--- src/rtl/mul_pkg.sv ---
// -----------------------------------------------------------------------------
// mul_pkg
// Shared definitions for the pipelined multiplier.
//   mul_op_e   : mulsel encodings (mul / mulh / mulhsu / mulhu)
//   mul_dec_t  : decoded operation controls
//   mul_decode : maps a 3-bit mulsel code onto mul_dec_t. Codes outside the
//                four operations decode as "not legal" and produce a zero result.
// -----------------------------------------------------------------------------
package mul_pkg;

    typedef enum logic [2:0] {
        MUL_OP_MUL    = 3'b001,
        MUL_OP_MULH   = 3'b010,
        MUL_OP_MULHSU = 3'b011,
        MUL_OP_MULHU  = 3'b100
    } mul_op_e;

    typedef struct packed {
        logic a_signed;  // sign-extend rs1 to XLEN+1 bits
        logic b_signed;  // sign-extend rs2 to XLEN+1 bits
        logic hi_sel;    // return the upper product half
        logic legal;     // one of the four defined operations
    } mul_dec_t;

    function automatic mul_dec_t mul_decode(input logic [2:0] sel);
        mul_dec_t d;
        d = '0;
        case (sel)
            MUL_OP_MUL:    d = '{a_signed: 1'b0, b_signed: 1'b0, hi_sel: 1'b0, legal: 1'b1};
            MUL_OP_MULH:   d = '{a_signed: 1'b1, b_signed: 1'b1, hi_sel: 1'b1, legal: 1'b1};
            MUL_OP_MULHSU: d = '{a_signed: 1'b1, b_signed: 1'b0, hi_sel: 1'b1, legal: 1'b1};
            MUL_OP_MULHU:  d = '{a_signed: 1'b0, b_signed: 1'b0, hi_sel: 1'b1, legal: 1'b1};
            default:       d = '0;
        endcase
        return d;
    endfunction

endpackage

--- src/rtl/mul_stage.sv ---
// -----------------------------------------------------------------------------
// mul_stage
// One pipeline register of the multiplier: valid bit, product payload and the
// high-half select travel together.
//   clk, rst_n      : clock, asynchronous active-low reset (clears everything)
//   en              : load the incoming slot (low = hold)
//   clr             : drop the held slot's valid bit; wins over en
//   vld_in/hi_in/data_in : incoming slot
//   vld_q/hi_q/data_q    : registered slot
// -----------------------------------------------------------------------------
module mul_stage #(
    parameter int W = 64
) (
    input  logic         clk,
    input  logic         rst_n,
    input  logic         en,
    input  logic         clr,
    input  logic         vld_in,
    input  logic         hi_in,
    input  logic [W-1:0] data_in,
    output logic         vld_q,
    output logic         hi_q,
    output logic [W-1:0] data_q
);

    logic         vld_d;
    logic         hi_d;
    logic [W-1:0] data_d;

    always_comb begin
        vld_d  = vld_q;
        hi_d   = hi_q;
        data_d = data_q;
        if (clr) begin
            vld_d = 1'b0;
        end else if (en) begin
            vld_d  = vld_in;
            hi_d   = hi_in;
            data_d = data_in;
        end
    end

    // Payload is reset too so that res reads zero straight out of reset.
    always_ff @(posedge clk or negedge rst_n) begin
        if (!rst_n) begin
            vld_q  <= 1'b0;
            hi_q   <= 1'b0;
            data_q <= '0;
        end else begin
            vld_q  <= vld_d;
            hi_q   <= hi_d;
            data_q <= data_d;
        end
    end

endmodule

--- src/rtl/pipelined_multiplier.sv ---
// -----------------------------------------------------------------------------
// pipelined_multiplier
// RISC-V M-extension style multiplier (mul/mulh/mulhsu/mulhu) with a
// STAGES-deep valid/ready pipeline. The product is formed combinationally in
// front of the first register; the remaining registers only carry it.
//   clk, rst_n          : clock, asynchronous active-low reset
//   in_valid/in_ready   : operation handshake (in_ready = !stall)
//   mulsel, a, b        : operation select and operands
//   out_valid/out_ready : result handshake
//   res                 : result (zero for undefined mulsel codes)
//   flush               : only with MULT_FLUSH_EN defined; drops all in-flight
//                         work at the next edge and blocks acceptance that cycle
// Parameters: XLEN (32/64), STAGES (1..4).
// -----------------------------------------------------------------------------
module pipelined_multiplier
    import mul_pkg::*;
#(
    parameter int XLEN   = 32,
    parameter int STAGES = 2
) (
    input  logic            clk,
    input  logic            rst_n,
`ifdef MULT_FLUSH_EN
    input  logic            flush,
`endif
    input  logic            in_valid,
    output logic            in_ready,
    input  logic [2:0]      mulsel,
    input  logic [XLEN-1:0] a,
    input  logic [XLEN-1:0] b,
    output logic            out_valid,
    input  logic            out_ready,
    output logic [XLEN-1:0] res
);

    localparam int PW = 2 * XLEN;

    // XLEN+1-bit operand extension; sgn selects sign vs zero extension.
    function automatic logic signed [XLEN:0] ext_op(input logic [XLEN-1:0] v, input logic sgn);
        return $signed({sgn & v[XLEN-1], v});
    endfunction

    mul_dec_t                dec;
    logic signed [XLEN:0]    a_ext;
    logic signed [XLEN:0]    b_ext;
    logic signed [PW-1:0]    a_wide;
    logic signed [PW-1:0]    b_wide;
    logic signed [PW-1:0]    prod_p0;

    logic                    vld_p  [STAGES+1];
    logic                    hi_p   [STAGES+1];
    logic [PW-1:0]           data_p [STAGES+1];

    logic                    stall;
    logic                    stage_en;
    logic                    stage_clr;

    // Stage 0: decode, extend, multiply. Only the low 2*XLEN bits of the
    // (XLEN+1)x(XLEN+1) signed product are ever returned, and a 2*XLEN-bit
    // multiply of the sign-extended operands yields exactly those bits.
    always_comb begin
        dec     = mul_decode(mulsel);
        a_ext   = ext_op(a, dec.a_signed);
        b_ext   = ext_op(b, dec.b_signed);
        a_wide  = {{(PW-XLEN-1){a_ext[XLEN]}}, a_ext};
        b_wide  = {{(PW-XLEN-1){b_ext[XLEN]}}, b_ext};
        prod_p0 = a_wide * b_wide;
        if (!dec.legal) begin
            prod_p0 = '0;
        end
    end

    // The whole pipe freezes together when the output slot is held.
    assign stall    = vld_p[STAGES] && !out_ready;
    assign stage_en = !stall;

`ifdef MULT_FLUSH_EN
    assign stage_clr = flush;
    assign in_ready  = !stall && !flush;
`else
    assign stage_clr = 1'b0;
    assign in_ready  = !stall;
`endif

    assign vld_p[0]  = in_valid && in_ready;
    assign hi_p[0]   = dec.hi_sel;
    assign data_p[0] = prod_p0;

    // Stages 1..STAGES: pure registers
    for (genvar g = 0; g < STAGES; g++) begin : g_stage
        mul_stage #(
            .W (PW)
        ) u_stage (
            .clk     (clk),
            .rst_n   (rst_n),
            .en      (stage_en),
            .clr     (stage_clr),
            .vld_in  (vld_p[g]),
            .hi_in   (hi_p[g]),
            .data_in (data_p[g]),
            .vld_q   (vld_p[g+1]),
            .hi_q    (hi_p[g+1]),
            .data_q  (data_p[g+1])
        );
    end

    // Output: half selection from the last register
    assign out_valid = vld_p[STAGES];
    assign res       = hi_p[STAGES] ? data_p[STAGES][PW-1:XLEN] : data_p[STAGES][XLEN-1:0];

endmodule
--- config.mk ---
export PLATFORM = sky130hd
export DESIGN_NAME = pipelined_multiplier
export DESIGN_NICKNAME = d
export VERILOG_FILES = /design/src/rtl/mul_pkg.sv /design/src/rtl/mul_stage.sv /design/src/rtl/pipelined_multiplier.sv
export SDC_FILE = /design/constraint.sdc
export NUM_CORES = 2
export LEC_CHECK = 0
export BUFFER_PORTS_ARGS = -buffer_cell sky130_fd_sc_hd__buf_2
export CAP_MARGIN = 0
export CORE_MARGIN = 2
export CORE_UTILIZATION = 56
export CTS_CLUSTER_DIAMETER = 30
export DETAILED_ROUTE_END_ITERATION = 10
export PLACE_DENSITY = 0.72
export SYNTH_ARGS = -nofsm -noshare
export SYNTH_HDL_FRONTEND = slang
export SYNTH_SLANG_ARGS = --single-unit
--- constraint.sdc ---
create_clock -name clk -period 3.1 [get_ports clk]
set_input_delay 0.465 -clock clk [delete_from_list [all_inputs] [get_ports clk]]
set_output_delay 0.465 -clock clk [all_outputs]
set_load 0.01 [all_outputs]
# == Word level (Yosys, flattened, before mapping) ==
# Index checks and enable logic that the tools add are counted.
# word_totals
word_cells,20
output_inout_bits,34
register_bits,132
# classes
n_bitwise,2
eq_ne,4
n_mul,1
mux,3
n_reduce_logical,4
# op_table
operator,n
$mul A33 B33 Y64,1
$mux W64,1
$mux W32,1
$pmux W4 S4,1
$eq A3 B2 Y1 const B,2
$eq A3 B1 Y1 const B,1
$eq A3 B3 Y1 const B,1
$and A1 B1 Y1,2
$logic_and A1 B1 Y1,2
$logic_not A1 Y1,2

# == Logic depth before layout (Yosys ltp) ==
# depth
ltp_word,5
ltp_mapped,31
ltp_nobuf,28

# == By module ==
# Synthesis repeated with hierarchy kept, for this count alone.
# unflattened
hier_cells,4634
hier_area_um2,44173.6
# by_module_without_submodules
mod,n_inst,area_per_inst_um2,seq_area_each_um2,cells_per_inst
pipelined_multiplier,1,38720.9,0.0,4352
mul_stage,2,2726.4,1651.6,141

# == Worst setup path before layout ==
# OpenSTA, ideal clock, no wires.
# synth_timing
path_type,input to register
start,in mulsel[1]
end,reg g_stage[0].u_stage.data_q[63]
t_arrival_ns,8.357
cell_stages,31
t_required_ns,2.978
setup_ns,0.122
slack_ns,-5.378
path_cell_list,nor2b_1 and2_1 clkbuf_1 clkbuf_1 nand2_1 inv_1 fa_1 inv_1 fa_1 inv_1 fa_1 fa_1 inv_1 fa_1 inv_1 fa_1 inv_1 fa_1 fa_1 inv_1 ha_1 buf_6 and3_4 and2_2 a221o_1 a21oi_1 o21a_1 a21oi_1 o21a_1 or3_1 a32o_1
# synth_between
elab_chain_len,5
elab_cells_between_ends,9
classes_between,mul: 1; eq/ne: 4; mux: 2; bitwise: 2
# synth_rtl
item,line_no,rtl
from (decl),pipelined_multiplier.sv:28,"input logic [2:0] mulsel,"
"$eq A3 B3 Y1, or another cell as far along",mul_pkg.sv:28,case (sel)
$pmux W4 S4 *,mul_pkg.sv:28,
$and A1 B1 Y1,pipelined_multiplier.sv:40,"return $signed({sgn & v[XLEN-1], v});"
$mul A33 B33 Y64,pipelined_multiplier.sv:67,prod_p0 = a_wide * b_wide;
$mux W64 *,pipelined_multiplier.sv:68,if (!dec.legal) begin
to (signal assigned),mul_stage.sv:52,data_q <= data_d;
to (decl),mul_stage.sv:23,output logic [W-1:0] data_q
# Every way passes the cells marked *; elsewhere a longest branch is shown, timed or not.
# A chain may end at the register's enable or synchronous reset.

# == Worst setup path after layout ==
# layout_timing
start,in mulsel[1]
end,reg g_stage[0].u_stage.data_q[56]
# The elaborated chain is that of the path after synthesis.

==> out/qor.yml <==
run_status:
  status: "finished, violations left"
  violations: "negative setup slack"
synth:
  synthFlopType: "dfrtp_1"
  ys_ff_latch: 132
  ys_seq_area_share_pct: 7.65
  synth_top_area_share_pct: 52.1
  syn-num-nets: 6156
  synth.most_common_cell: "inv_1"
  yosys-top-cells-count: "inv_1 (1147), fa_1 (1125), nand2_1 (1049)"
  synth.avg_cell_area_um2: 9.10
  synth_cell_type_count: 79
  synth_top_area_cell: "fa_1"
  syn-instance-count: 4748
  ys_warn_count: 0
  ys_top_cells_by_area: "fa_1 (52%), inv_1 (10%), nand2_1 (9.1%)"
  netlist_area_um2: 43200
  synth_edf_count: 0
  synthArstFlopShare_pct: 100
clock_tree:
  cts_tree: "built"
  cts.sinks: 132
  htreeDepth: 4
  cts_root_buf: "clkbuf_16"
  cts_buffer_depth: 2
  cts_buffers: 17
  postCtsHoldBufs: 0
  worstSkewPairLatency_ns: 0.42
  path_clk_slew_ns: 0.06
worst_hold_path:
  holdCritPathClass: "in -> async"
floorplan:
  chipHeight_um: 282
  core_um2: 76200
  dieArea_um2: 79400
  initial_core_util_pct: 56.7
  fp.dieW_um: 282
  io_pins: 105
  core.rowCount: 101
global_route:
  antenna_found_initial: 4
  grt_max_degree: 120
  track_usage_pct: 31.6
  grt_pass1_vias: 37570
  grt_pass1_wl_mm: 196
  grt_overflow: 0
timing:
  setup-tns-final_ns: -208.74
  max_freq_mhz: 133
  worst_clock_skew_ns: 0.0119
  slew_violations: 0
  setup_ws_ns: -4.44
  max-slew-margin-rel_pct: 27.4
  finalHoldViolCount: 0
  finalSetupViolations: 60
  tightest_slew_ns: 1.09
  grt_setup_unrepaired: "true"
  fin_crit_sh_pct: 243
  period_needed_ns: 7.54
layout:
  drive_above_1_share_pct: 23.3
  fillers: 5409
  area_growth_pct: 22.9
  nets: 6656
job:
  max_cap_violations: 0
critical_path:
  crit_type: "in -> reg"
  critical_path_arrival_ns: 7.85
  cp_num_buf_inv: 6
  critPathTopFamily: "adder cells"
  cp_max_fo: 10
  cp-start-kind: "input pin"
  end_kind: "register"
  cp_slowest_cell: "fa_2"
  critical_path_required_ns: 3.41
  cpMostUsedCell: "fa_1"
  slowest_delay_ns: 0.68
place:
  portBuffers: 104
  place.gp.congestion: 0.944
  hpwl_mm: 100
route:
  dr_total_vias: 34002
  wl_per_cell_um: 19.5
  drcViolationCount: 0
  first_pass_iters: 8
  antenna_left: 0
  drt_iter0_markers: 2372
  via_per_inst: 5.40
  wl_mm: 123
-- final timing paths --
kind | cells past startpoint | slack, ns | startpoint | end
worst min register to register | 2 | 0.46 | g_stage[0].u_stage.vld_q$_DFFE_PN0N_ | g_stage[0].u_stage.vld_q$_DFFE_PN0N_
worst max register to register | 7 | 1.11 | g_stage[1].u_stage.vld_q$_DFFE_PN0N_ | g_stage[0].u_stage.data_q[29]$_DFFE_PN0N_
worst max-delay path | 26 | -4.44 | mulsel[1] | g_stage[0].u_stage.data_q[56]$_DFFE_PN0N_
min in group clk | 3 | 0.25 | in_valid | g_stage[0].u_stage.vld_q$_DFFE_PN0N_
worst min-delay path | 1 | 0.17 | rst_n | g_stage[1].u_stage.data_q[59]$_DFFE_PN0N_
max in group asynchronous | 2 | 2.07 | rst_n | g_stage[0].u_stage.data_q[52]$_DFFE_PN0N_
-- area by class of cell --
| type | count | area (um2) | share of cell area, % |
|---|---|---|---|
| Clock inverter | 14 | 246 | 0.464 |
| Clock buffer | 18 | 439 | 0.827 |
| Inverter | 1148 | 4320 | 8.14 |
| Antenna cell | 3 | 7.51 | 0.0141 |
| Multi-Input combinational cell | 3210 | 36800 | 69.4 |
| Sequential cell | 132 | 3300 | 6.22 |
| Timing Repair Buffer | 739 | 6650 | 12.5 |
| Tap cell | 1030 | 1290 | 2.43 |
-- state kept, by name, indices dropped and copies added, names as in the netlist --
signal                  count
g_stage.u_stage.hi_q        2
g_stage.u_stage.data_q    128
g_stage.u_stage.vld_q       2
-- logic make-up (layout without fill, tap and decap cells) --
| family | after synthesis | after routing | share of synthesized area, % |
|---|---|---|---|
| and+or+nand+nor | 1513 | 1513 | 15.5 |
| xor gates and xnor gates | 64 | 64 | 1.30 |
| AOI/OAI and AO/OA | 264 | 264 | 4.20 |
| other | 0 | 3 | 0 |
| adders and majority gates | 1337 | 1337 | 58.3 |
| buffers and inverters | 1406 | 1919 | 12.3 |
| DFF | 132 | 132 | 7.65 |
| muxes | 32 | 32 | 0.834 |
-- what timing repair did --
action,4_1_cts,5_1_grt
resized for setup,332,226
setup endpoints to repair,60,61
pin swaps,181,177
cloned,3,4
setup buffers,64,40
-- stage by stage --
stage | instances | instance area (um2) | util (%) | hold slack [ns] | setup slack [ns]
global route | 6294 | 53100 | 69.7 | 0.281 | -4.63
finish | 6294 | 53100 | 69.7 | 0.172 | -4.44
detailed placement | 6161 | 49100 | 64.5 | 0.447 | -4.91
global placement | 6161 | 49100 | 64.5 | 0.440 | -4.80
floorplan | 4748 | 44300 | - | 0.169 | -4.98
CTS | 6254 | 51800 | 68.0 | 0.241 | -4.26
-- metal layers --
layer  wire (um)  GRT usage (%)  share of wire (%)
met5           0              0                  0
met1       45700           40.2                 37
met2       62800           55.7                 51
met3        8340           3.64                6.8
met4        5650           12.0                4.6
-- cell usage in the layout, fill, tap and decap left out, types with 31 or more instances in the layout --
| cell type | synthesis | final |
|---|---|---|
| nor2_1 | 65 | 51 |
| a21oi_2 | 3 | 34 |
| buf_2 | 6 | 57 |
| inv_2 | 1 | 56 |
| nand2_1 | 1049 | 1014 |
| o21ai_1 | 5 | 43 |
| dfrtp_1 | 132 | 132 |
| buf_4 | 0 | 503 |
| buf_6 | 3 | 106 |
| fa_2 | 0 | 44 |
| and2_1 | 291 | 262 |
| inv_1 | 1147 | 1088 |
| and2_4 | 1 | 31 |
| ha_4 | 0 | 80 |
| mux2_2 | 32 | 32 |
| fa_1 | 1125 | 1081 |
| buf_12 | 0 | 47 |
| ha_1 | 212 | 130 |
Power is not shown: default switching activity piles up to over one toggle a cycle in this logic, so the estimate is an artifact.
